File: config.mk
export PLATFORM = sky130hd
export DESIGN_NAME = freq_meter
export DESIGN_NICKNAME = d
export VERILOG_FILES = /design/src/rtl/freq_meter.sv
export SDC_FILE = /design/constraint.sdc
export NUM_CORES = 1
export LEC_CHECK = 0
export CAP_MARGIN = 20
export CORE_MARGIN = 10
export CORE_UTILIZATION = 40
export CTS_CLUSTER_SIZE = 16
export DETAILED_ROUTE_END_ITERATION = 10
export PLACE_DENSITY = 0.63
export SYNTH_ARGS = -nofsm -noshare
export SYNTH_HDL_FRONTEND = slang
export SYNTH_SLANG_ARGS = --single-unit
File: constraint.sdc
create_clock -name clk_i -period 4.4 [get_ports clk_i]
set_clock_uncertainty 0.2 [all_clocks]
set_input_delay 0.88 -clock clk_i [delete_from_list [all_inputs] [get_ports clk_i]]
set_output_delay 0.88 -clock clk_i [all_outputs]
set_load 0.05 [all_outputs]
File: src/rtl/freq_meter.sv
// Gated frequency meter: counts synchronized rising edges of sig_i over a window of
// GATE_CYCLES clocks and publishes the count with a one-cycle valid strobe.
module freq_meter #(
  parameter int unsigned GATE_CYCLES = 100_000_000,
  parameter int unsigned GATE_W      = 27,
  parameter int unsigned CNT_W       = 24
) (
  input  logic             clk_i,
  input  logic             rst_i,
  input  logic             en_i,
  input  logic             sig_i,
  output logic [CNT_W-1:0] freq_o,
  output logic             valid_o,
  output logic             ovf_o,
  output logic             busy_o
);

  localparam logic [1:0] S_IDLE = 2'd0;
  localparam logic [1:0] S_ARM  = 2'd1;
  localparam logic [1:0] S_GATE = 2'd2;

  localparam logic [GATE_W-1:0] GateLast = GATE_W'(GATE_CYCLES - 1);
  localparam logic [CNT_W-1:0]  CntMax   = '1;

  logic              sync1_q, sync2_q, prev_q;
  logic [1:0]        state_q, state_d;
  logic [1:0]        armCnt_q, armCnt_d;
  logic [GATE_W-1:0] gateCnt_q, gateCnt_d;
  logic [CNT_W-1:0]  edgeCnt_q, edgeCnt_d;
  logic              sat_q, sat_d;
  logic [CNT_W-1:0]  freq_q, freq_d;
  logic              valid_q, valid_d;
  logic              ovf_q, ovf_d;
  logic              busy_q, busy_d;

  logic              rise;
  logic [CNT_W-1:0]  edgeNext;
  logic              satNext;

  assign rise = sync2_q & ~prev_q;

  // The synchronizer keeps running in IDLE and ARM so a static high level never looks like an edge.
  always_ff @(posedge clk_i or posedge rst_i) begin
    if (rst_i) begin
      sync1_q <= 1'b0;
      sync2_q <= 1'b0;
      prev_q  <= 1'b0;
    end else begin
      sync1_q <= sig_i;
      sync2_q <= sync1_q;
      prev_q  <= sync2_q;
    end
  end

  always_comb begin
    edgeNext = edgeCnt_q;
    satNext  = sat_q;
    if (rise) begin
      if (edgeCnt_q == CntMax) begin
        satNext = 1'b1;
      end else begin
        edgeNext = edgeCnt_q + CNT_W'(1);
      end
    end
  end

  always_comb begin
    state_d   = state_q;
    armCnt_d  = armCnt_q;
    gateCnt_d = gateCnt_q;
    edgeCnt_d = edgeCnt_q;
    sat_d     = sat_q;
    freq_d    = freq_q;
    ovf_d     = ovf_q;
    valid_d   = 1'b0;

    case (state_q)
      S_IDLE: begin
        armCnt_d  = 2'd0;
        gateCnt_d = '0;
        edgeCnt_d = '0;
        sat_d     = 1'b0;
        if (en_i) begin
          state_d = S_ARM;
        end
      end
      S_ARM: begin
        gateCnt_d = '0;
        edgeCnt_d = '0;
        sat_d     = 1'b0;
        if (!en_i) begin
          state_d = S_IDLE;
        end else if (armCnt_q == 2'd2) begin
          armCnt_d = 2'd0;
          state_d  = S_GATE;
        end else begin
          armCnt_d = armCnt_q + 2'd1;
        end
      end
      S_GATE: begin
        // Disable wins over a terminal cycle: the partial window is simply dropped.
        if (!en_i) begin
          state_d = S_IDLE;
        end else if (gateCnt_q == GateLast) begin
          freq_d    = edgeNext;
          ovf_d     = satNext;
          valid_d   = 1'b1;
          gateCnt_d = '0;
          edgeCnt_d = '0;
          sat_d     = 1'b0;
        end else begin
          gateCnt_d = gateCnt_q + GATE_W'(1);
          edgeCnt_d = edgeNext;
          sat_d     = satNext;
        end
      end
      default: begin
        state_d = S_IDLE;
      end
    endcase

    busy_d = (state_d != S_IDLE);
  end

  always_ff @(posedge clk_i or posedge rst_i) begin
    if (rst_i) begin
      state_q   <= S_IDLE;
      armCnt_q  <= 2'd0;
      gateCnt_q <= '0;
      edgeCnt_q <= '0;
      sat_q     <= 1'b0;
      freq_q    <= '0;
      valid_q   <= 1'b0;
      ovf_q     <= 1'b0;
      busy_q    <= 1'b0;
    end else begin
      state_q   <= state_d;
      armCnt_q  <= armCnt_d;
      gateCnt_q <= gateCnt_d;
      edgeCnt_q <= edgeCnt_d;
      sat_q     <= sat_d;
      freq_q    <= freq_d;
      valid_q   <= valid_d;
      ovf_q     <= ovf_d;
      busy_q    <= busy_d;
    end
  end

  assign freq_o  = freq_q;
  assign valid_o = valid_q;
  assign ovf_o   = ovf_q;
  assign busy_o  = busy_q;

endmodule
**After elaboration in Yosys (flattened, before gate mapping)**

Cells that the tools add are included.

- Flip-flop bits (word level): 86
- Input bits: 4
- Output and inout bits: 27
- Logic and storage cells: 56

- Add/sub/neg operators: 3
- Equality and inequality tests: 7
- Muxes and demuxes: 24
- Bitwise gates (word level): 2
- Reduce and logical (&&, ||, !) cells: 8

Operator list:

| operator | count |
|---|---|
| $mux W24 | 4 |
| $mux W27 | 2 |
| $pmux W27 S2 | 1 |
| $pmux W24 S2 | 1 |
| $add A27 B1 Y27 const B | 1 |
| $eq A27 B27 Y1 const B | 1 |
| $add A24 B1 Y24 const B | 1 |
| $eq A24 B24 Y1 const B | 1 |
| $mux W2 | 6 |
| $mux W1 | 7 |
| $pmux W2 S3 | 1 |
| $reduce_bool A2 Y1 | 3 |
| $eq A2 B2 Y1 const B | 2 |
| $ne A2 B2 Y1 const B | 2 |
| $pmux W2 S2 | 1 |
| $reduce_and A2 Y1 | 2 |
| $reduce_and A3 Y1 | 1 |
| $add A2 B1 Y2 const B | 1 |
| $eq A2 B1 Y1 const B | 1 |
| $logic_not A2 Y1 | 1 |
| $pmux W1 S2 | 1 |
| $reduce_or A2 Y1 | 1 |
| $and A1 B1 Y1 | 1 |
| $not A1 Y1 | 1 |

**Depth between registers and ports, before layout**

Gate-level depths: netlist of the first run.

- Depth in word-level cells: 6
- Gate-level depth with buffers: 9

**Worst setup path before layout of the first run**

Ideal clock, no wire load.

- Kind: input port to flip-flop
- Start: in en_i
- End: reg freq_q[15] (netlist: freq_o[15])
- Arrival time: 2184 ps
- Required time: 4131 ps
- Slack: 1947 ps
- Cell stages on the path: 6
- Cells stage by stage: clkbuf_1 -> and2_1 -> nand3_1 -> clkbuf_1 -> or4_1 -> nand3_1

- Word-level cells in the longest chain between the ends: 1

RTL lines:

| element | line | text |
|---|---|---|
| start, declared | 10 | `input logic en_i,` |
| $reduce_and A3 Y1 (no source line) | -- |  |
| end signal, assigned | 142 | `freq_q <= freq_d;` |
| end, declared | 31 | `logic [CNT_W-1:0] freq_q, freq_d;` |

Every way passes these cells.
A chain may end at the register's enable or synchronous reset.

**Final worst setup path of the first run**

- Start: in en_i
- End: reg edgeCnt_q[21]

- Word-level cells in the longest chain between the ends: 2

RTL lines:

| element | line | text |
|---|---|---|
| $ne A2 B2 Y1 (no source line) | -- |  |
| $reduce_and A2 Y1 (no source line) | -- |  |
| end signal, assigned | 140 | `edgeCnt_q <= edgeCnt_d;` |
| end, declared | 29 | `logic [CNT_W-1:0] edgeCnt_q, edgeCnt_d;` |

Every way passes these cells.

==> results of run 1 <==
==> layout make-up <==
class | count | share of cell area, %
Multi-Input combinational cell | 357 | 41.8
Sequential cell | 86 | 40.7
Timing Repair Buffer | 35 | 6.63
Clock buffer | 11 | 4.59
Tap cell | 140 | 3.31
Clock inverter | 4 | 1.80
Inverter | 16 | 1.16
==> sequential cells by signal, summed over array words and instances, names as in the netlist <==
| name | count |
|---|---|
| freq_o | 24 |
| sync2_q | 1 |
| sat_q | 1 |
| ovf_o | 1 |
| busy_o | 1 |
| sync1_q | 1 |
| armCnt_q | 2 |
| valid_o | 1 |
| gateCnt_q | 27 |
| prev_q | 1 |
| edgeCnt_q | 24 |
| state_q | 2 |
==> cells in the mapped netlist (5+ instances only) <==
cell type  instances
a211oi_1           6
a21oi_1           26
a31oi_1           19
and3_1             5
and4_1            13
buf_2             11
clkbuf_1          16
dfrtp_1           86
inv_1             16
nand2_1           52
nand3_1           16
nand4_1           14
nor2_1            37
nor2b_1            5
nor3_1            11
nor4_1            11
o211ai_1           5
o21ai_0           37
or4_1              5
xnor2_1           30
xor2_1             7
==> cell usage in the layout (no fill, tap or decap), types with 4 or more instances in the layout <==
master           netlist  layout
nor2b_1                5       5
nor4_1                11      11
o21a_1                 4       4
a21o_1                 4       4
nor3_1                11      11
dfrtp_1               86      86
a21oi_1               26      25
xor2_1                 7       7
or4_1                  5       5
xnor2_1               30      30
nand3_1               16      16
o21ai_0               37      37
inv_1                 16      15
buf_4                  0       4
and2_1                 4       4
nand2_1               52      52
and4_1                13      13
and3_1                 5       5
nor2_1                37      37
clkdlybuf4s50_1        0      30
clkbuf_16              0       9
o211ai_1               5       5
nand2b_1               4       4
nand4_1               14      14
a211oi_1               6       6
a31oi_1               19      19
==> path summary, 6_finish.rpt <==
kind	from	endpoint	slack, ps	depth (start not counted)
worst max-delay path	en_i	edgeCnt_q[21]	1510	6
max in group asynchronous	rst_i	freq_o[18]	2590	3
worst min register to register	sync1_q	sync2_q	150	0
min in group asynchronous	rst_i	freq_o[0]	730	2
worst min-delay path	sync1_q	sync2_q	150	0
worst max register to register	gateCnt_q[0]	edgeCnt_q[1]	1570	6
==> critical path, cell delays in order <==
cell and delay, ps:
clkdlybuf4s50_1 640, nand2_1 110, a21oi_2 530, buf_4 420
a41oi_1 180, a31oi_1 170
==> through the flow <==
stage	setup WS, ps	hold slack, ps
2_1_floorplan	1100	131
3_3_place_gp	1250	135
3_5_place_dp	1200	146
4_1_cts	1540	160
5_1_grt	1370	173
6_report	1510	155
==> power by group <==
part           internal [mW]  switching, mW  total, mW
sequential             0.795        0.00474      0.800
clock                  0.566          0.297      0.863
combinational         0.0118         0.0286     0.0404
==> per-layer routing <==
metal / up-vias / share of wire (%) / track usage (%)
li1: 1798 / - / -
met1: 1839 / 45 / 16.5
met2: 79 / 49 / 22.9
met3: 14 / 4.9 / 4.12
met4: 0 / 1.1 / 3.68
met5: - / 0 / 0
==> logic make-up (layout without fill, tap and decap cells) <==
| logic type | count (synthesis) | in the layout | share of synthesized area (%) |
|---|---|---|---|
| adder cells (fa/ha/maj) | 2 | 2 | 0.550 |
| buffers and inverters | 44 | 66 | 4.10 |
| AO/OA/AOI/OAI | 121 | 121 | 16.9 |
| XOR/XNOR | 37 | 37 | 7.13 |
| flip-flops | 86 | 86 | 47.3 |
| AND/OR/NAND/NOR | 193 | 193 | 23.0 |
| multiplexers | 4 | 4 | 0.908 |
==> metrics.txt, run 1 <==
# TYPE chip_impl_metric gauge
chip_impl_metric{name="finalWeightedCongestion",unit=""} 0.859
chip_impl_metric{name="final.fill_count",unit=""} 1022
chip_impl_metric{name="worstPathMaxFanout",unit=""} 29
chip_impl_metric{name="number_of_enable_flip_flop_cells_after_synthesis",unit=""} 0
chip_impl_metric{name="place_area",unit="sq um"} 4950
chip_impl_metric{name="async_reset_ff_share",unit="%"} 100
chip_impl_metric{name="post_layout_cell_count",unit=""} 649
chip_impl_metric{name="dieHeight",unit="microns"} 127
chip_impl_metric{name="synth-warning-count",unit=""} 0
chip_impl_metric{name="worst-endpoint-arrival",unit="ps"} 2940
chip_impl_metric{name="final_hold_violation_count",unit=""} 0
chip_impl_info{name="worst_setup_path_start_kind",value="input port"} 1
chip_impl_metric{name="syn_area_per_cell",unit="sq um"} 9.33
chip_impl_metric{name="nets",unit=""} 511
chip_impl_metric{name="leakage_power_total",unit="nW"} 2.02
chip_impl_metric{name="cts.htree.levels",unit=""} 3
chip_impl_metric{name="synth_cells",unit=""} 487
chip_impl_metric{name="report.power.total",unit="mW"} 1.70
chip_impl_metric{name="synth_seq_area_share",unit="%"} 47.3
chip_impl_info{name="clockRootBuffer",value="clkbuf_16"} 1
chip_impl_metric{name="cts-root-to-sink-buffers",unit=""} 2
chip_impl_metric{name="largest_net_degree_at_the_start_of_global_routing",unit=""} 51
chip_impl_metric{name="grt_pass1_vias",unit=""} 3690
chip_impl_metric{name="synth_seq_cells",unit=""} 86
chip_impl_info{name="synth_top_cells_by_area",value="dfrtp_1 47%, xnor2_1 5.8%, nand2_1 4.3%"} 1
chip_impl_metric{name="drt_pass_1_iters",unit=""} 5
chip_impl_metric{name="fmax",unit="MHz"} 346
chip_impl_metric{name="p_per_area",unit="nW/um^2"} 322
chip_impl_metric{name="layout.area.seq",unit="sq um"} 2150
chip_impl_metric{name="initial_core_util",unit="%"} 41.4
chip_impl_info{name="synthFlopType",value="dfrtp_1"} 1
chip_impl_metric{name="global_route_wire_length_before_repair",unit="microns"} 18300
chip_impl_info{name="type_of_the_worst_min_delay_path",value="flip-flop to flip-flop"} 1
chip_impl_metric{name="numClockSinks",unit=""} 86
chip_impl_metric{name="post-route-drc-count",unit=""} 0
chip_impl_metric{name="multi_input_area",unit="sq um"} 2210
chip_impl_metric{name="layout-drive-gt1-share",unit="%"} 6.68
chip_impl_metric{name="wl_per_cell",unit="microns"} 16.3
chip_impl_metric{name="core_area",unit="sq um"} 11000
chip_impl_metric{name="irDropWorstVdd",unit="mV"} 0.235
chip_impl_metric{name="cts_hold_buf",unit=""} 0
chip_impl_info{name="synthDominantAreaCellType",value="dfrtp_1"} 1
chip_impl_metric{name="place_hpwl",unit="microns"} 7340
chip_impl_metric{name="routed_wirelength",unit="microns"} 10600
chip_impl_metric{name="timing.critical_path.required",unit="ps"} 4460
chip_impl_metric{name="core.rowCount",unit=""} 38
chip_impl_metric{name="vias",unit=""} 3730
chip_impl_metric{name="dr.first_iter.drc_count",unit=""} 313
chip_impl_metric{name="die-width",unit="microns"} 127
chip_impl_metric{name="synthDominantCellAreaShare",unit="%"} 47.3
chip_impl_info{name="timing.setup.critical_path_class",value="input port to flip-flop"} 1
chip_impl_metric{name="antenna_violating_nets_post_route",unit=""} 0
chip_impl_metric{name="globalRouteOverflowTotal",unit=""} 0
chip_impl_metric{name="finalSetupViolCount",unit=""} 0
chip_impl_metric{name="grt.total_usage",unit="%"} 13.6
chip_impl_metric{name="cts_inserted_buffers",unit=""} 9
chip_impl_metric{name="cts_post_setup_buffers_inserted",unit=""} 0
chip_impl_info{name="tritoncts",value="done"} 1
chip_impl_metric{name="final_area",unit="sq um"} 5290
chip_impl_metric{name="layout_worst_path_cycle_share",unit="%"} 65.6
chip_impl_info{name="outcome",value="complete, no violations"} 1
chip_impl_metric{name="synth.distinct_cells",unit=""} 59
chip_impl_info{name="cp-end-kind",value="flip-flop"} 1
chip_impl_metric{name="floorplan.io_pins",unit=""} 31
chip_impl_metric{name="placedCellCount",unit=""} 634
chip_impl_metric{name="cts.reportedPaths.clkPinSlew",unit="ps"} 60
chip_impl_metric{name="post_cts.resized_instances",unit=""} 0
chip_impl_metric{name="fp.dieArea",unit="sq um"} 16000
chip_impl_metric{name="antenna_found_initial",unit=""} 0
chip_impl_metric{name="drv_cap",unit=""} 0
chip_impl_metric{name="clkLatencyLatePin",unit="ps"} 340
chip_impl_metric{name="fin_util",unit="%"} 48.1
chip_impl_metric{name="synth_fp_nets",unit=""} 493
chip_impl_metric{name="max-slew-margin-rel",unit="%"} 42.7
chip_impl_metric{name="worstMarginPinSlew",unit="ps"} 856
chip_impl_metric{name="fin_setup_tns",unit="ps"} 0
chip_impl_info{name="grt_setup_unrepaired",value="false"} 1
chip_impl_metric{name="antennaDiodeCount",unit=""} 0
chip_impl_metric{name="netlist_area",unit="sq um"} 4550
chip_impl_metric{name="drt-vias-per-instance",unit=""} 5.75
chip_impl_metric{name="area_delta_synth_final",unit="%"} 16.3
chip_impl_metric{name="period_needed",unit="ps"} 2890
chip_impl_metric{name="placement.io_buffers",unit=""} 30
chip_impl_metric{name="final-max-slew-violation-count",unit=""} 0
(Power assumes the default switching activity.)
==> run 2: changes to the inputs <==
- PLACE_DENSITY: 0.63 -> 0.65
- clock period: 4.4 -> 2.6 ns (I/O delays scaled with it)
==> metrics.txt, run 2 (synthesis results as in run 1) <==
# TYPE chip_impl_metric gauge
chip_impl_metric{name="multi_input_area",unit="sq um"} 2220
chip_impl_metric{name="cts-root-to-sink-buffers",unit=""} 2
chip_impl_metric{name="grt.total_usage",unit="%"} 14.0
chip_impl_metric{name="layout-drive-gt1-share",unit="%"} 11.1
chip_impl_metric{name="antennaDiodeCount",unit=""} 0
chip_impl_metric{name="clkLatencyLatePin",unit="ps"} 350
chip_impl_metric{name="p_per_area",unit="nW/um^2"} 514
chip_impl_metric{name="global_route_wire_length_before_repair",unit="microns"} 18900
chip_impl_metric{name="routed_wirelength",unit="microns"} 10900
chip_impl_metric{name="finalSetupViolCount",unit=""} 0
chip_impl_metric{name="antenna_violating_nets_post_route",unit=""} 0
chip_impl_metric{name="numClockSinks",unit=""} 86
chip_impl_metric{name="grt_pass1_vias",unit=""} 3753
chip_impl_metric{name="cts_post_setup_buffers_inserted",unit=""} 0
chip_impl_info{name="critical-path-top-delay-family",value="simple AND/OR/NAND/NOR gates"} 1
chip_impl_info{name="cp_slowest_cell",value="dfrtp_1"} 1
chip_impl_metric{name="worstMarginPinSlew",unit="ps"} 587
chip_impl_metric{name="layout.area.seq",unit="sq um"} 2150
chip_impl_metric{name="initial_core_util",unit="%"} 41.4
chip_impl_metric{name="vias",unit=""} 3756
chip_impl_metric{name="placement.io_buffers",unit=""} 30
chip_impl_metric{name="worstRegToRegCells",unit=""} 7
chip_impl_metric{name="cp_slowest_stage_delay",unit="ps"} 430
chip_impl_metric{name="fmax",unit="MHz"} 416
chip_impl_metric{name="final.fill_count",unit=""} 995
chip_impl_metric{name="finalWeightedCongestion",unit=""} 0.937
chip_impl_metric{name="antenna_found_initial",unit=""} 0
chip_impl_info{name="most_frequent_standard_cell_in_the_layout_excluding_fill_and_tap_cells",value="dfrtp_1"} 1
chip_impl_metric{name="globalRouteOverflowTotal",unit=""} 0
chip_impl_metric{name="global_route.usage.met3",unit="%"} 4.00
chip_impl_info{name="type_of_the_worst_min_delay_path",value="flip-flop to flip-flop"} 1
chip_impl_metric{name="report.power.total",unit="mW"} 2.81
chip_impl_metric{name="use_met1",unit="%"} 17.4
chip_impl_metric{name="cts.htree.levels",unit=""} 3
chip_impl_info{name="cp-end-kind",value="flip-flop"} 1
chip_impl_metric{name="cp_num_buf_inv",unit=""} 1
chip_impl_info{name="r2r_end",value="freq_o[17]"} 1
chip_impl_metric{name="nets",unit=""} 534
chip_impl_info{name="holdCritStartpoint",value="sync1_q"} 1
chip_impl_metric{name="period_needed",unit="ps"} 2400
chip_impl_metric{name="timing.critical_path.required",unit="ps"} 2670
chip_impl_metric{name="dieHeight",unit="microns"} 127
chip_impl_metric{name="post-route-drc-count",unit=""} 0
chip_impl_metric{name="layout_worst_path_cycle_share",unit="%"} 92.4
chip_impl_metric{name="dr.first_iter.drc_count",unit=""} 321
chip_impl_info{name="cp_cell_sequence",value="ha_1 -> and4_1 -> and4_1 -> buf_4 -> a2111o_1 -> xnor2_1 -> o21ai_0"} 1
chip_impl_metric{name="wl_per_cell",unit="microns"} 16.2
chip_impl_metric{name="use_met2",unit="%"} 22.9
chip_impl_info{name="timing.setup.critical_path_class",value="flip-flop to flip-flop"} 1
chip_impl_info{name="outcome",value="complete, no violations"} 1
chip_impl_metric{name="final_hold_violation_count",unit=""} 0
chip_impl_metric{name="core.rowCount",unit=""} 38
chip_impl_metric{name="drv_cap",unit=""} 0
chip_impl_metric{name="final-max-slew-violation-count",unit=""} 0
chip_impl_metric{name="leakage_power_total",unit="nW"} 2.13
chip_impl_metric{name="holdPathStages",unit=""} 0
chip_impl_metric{name="irDropWorstVdd",unit="mV"} 0.521
chip_impl_metric{name="core_area",unit="sq um"} 11000
chip_impl_info{name="worst_setup_path_start_kind",value="flip-flop"} 1
chip_impl_info{name="grt_setup_unrepaired",value="false"} 1
chip_impl_metric{name="max-slew-margin-rel",unit="%"} 60.5
chip_impl_metric{name="worstPathMaxFanout",unit=""} 7
chip_impl_info{name="clockRootBuffer",value="clkbuf_16"} 1
chip_impl_metric{name="fp.dieArea",unit="sq um"} 16000
chip_impl_metric{name="drt_pass_1_iters",unit=""} 4
chip_impl_info{name="regToRegStartpoint",value="edgeCnt_q[1]"} 1
chip_impl_metric{name="cts.reportedPaths.clkPinSlew",unit="ps"} 60
chip_impl_metric{name="fin_setup_tns",unit="ps"} 0
chip_impl_metric{name="setup.reg_to_reg.worst_slack",unit="ps"} 200
chip_impl_metric{name="area_delta_synth_final",unit="%"} 20.2
chip_impl_metric{name="die-width",unit="microns"} 127
chip_impl_info{name="critical-path-top-cell-by-count",value="and4_1"} 1
chip_impl_info{name="tritoncts",value="done"} 1
chip_impl_metric{name="worst-endpoint-arrival",unit="ps"} 2470
chip_impl_info{name="endpoint_of_the_worst_hold_path",value="sync2_q"} 1
chip_impl_metric{name="drt-vias-per-instance",unit=""} 5.58
chip_impl_info{name="most_frequent_cells_in_the_layout",value="86 x dfrtp_1, 52 x nand2_1, 37 x o21ai_0, 37 x nor2_1"} 1
chip_impl_metric{name="place_hpwl",unit="microns"} 7910
chip_impl_metric{name="path_depth",unit=""} 7
chip_impl_info{name="gr-max-usage-layer",value="met2"} 1
chip_impl_metric{name="largest_net_degree_at_the_start_of_global_routing",unit=""} 40
chip_impl_info{name="largest_register",value="gateCnt_q"} 1
chip_impl_metric{name="floorplan.io_pins",unit=""} 31
chip_impl_metric{name="cts_inserted_buffers",unit=""} 9
chip_impl_metric{name="largest_reg_flops",unit=""} 27
## run 2: changes by cell type in the layout (fill, tap and decap cells not counted), sizes merged
cell	delta
buf	+23
bufinv	-1
clkbuf	+1
clkinvlp	+1
## run 2: area by class of cell
cell class / count / share of cell area, %
multi-input cells: 357 / 40.6
flip-flops and latches: 86 / 39.4
repair buffers: 58 / 9.80
clock buffers: 12 / 4.51
well taps: 140 / 3.21
clock inverters: 4 / 1.28
inverters: 16 / 1.17
## run 2: routing by layer
layer / vias to the layer above / wire length, microns
met5: - / 0
met4: 0 / 170
met3: 20 / 565
met2: 90 / 5380
met1: 1800 / 4790
li1: 1846 / -
## run 2: where the power goes
| part | switching (mW) | internal [mW] |
|---|---|---|
| Combinational | 0.0515 | 0.0263 |
| Clock | 0.514 | 0.865 |
| Sequential | 0.00786 | 1.35 |
| Total | 0.573 | 2.24 |
## run 2: how the worst max path moves through the flow
stage	slack [ps]	startpoint	to
2_1_floorplan	260	edgeCnt_q[0]	freq_o[13]
3_3_place_gp	250	en_i	gateCnt_q[16]
3_5_place_dp	200	edgeCnt_q[1]	freq_o[13]
4_1_cts	170	edgeCnt_q[1]	freq_o[13]
5_1_grt	70	edgeCnt_q[1]	freq_o[17]
6_report	200	edgeCnt_q[1]	freq_o[17]
## run 2: metrics by stage
stage                     instances  hold WS (ps)  cell area, sq um  setup WS [ps]  util, %
after detailed placement        657           158              5140            202     46.8
final                           673           169              5460            197     49.7
after global placement          657           138              5140            253     46.8
after global routing            673           187              5460           69.4     49.7
after CTS                       673           169              5460            169     49.7
after floorplan                 487           131              4550            258        -
## run 2: what timing repair did
action	in CTS	in global routing
endpoints found under the setup margin	0	1
gates resized for setup	0	1
hold buffers	0	0
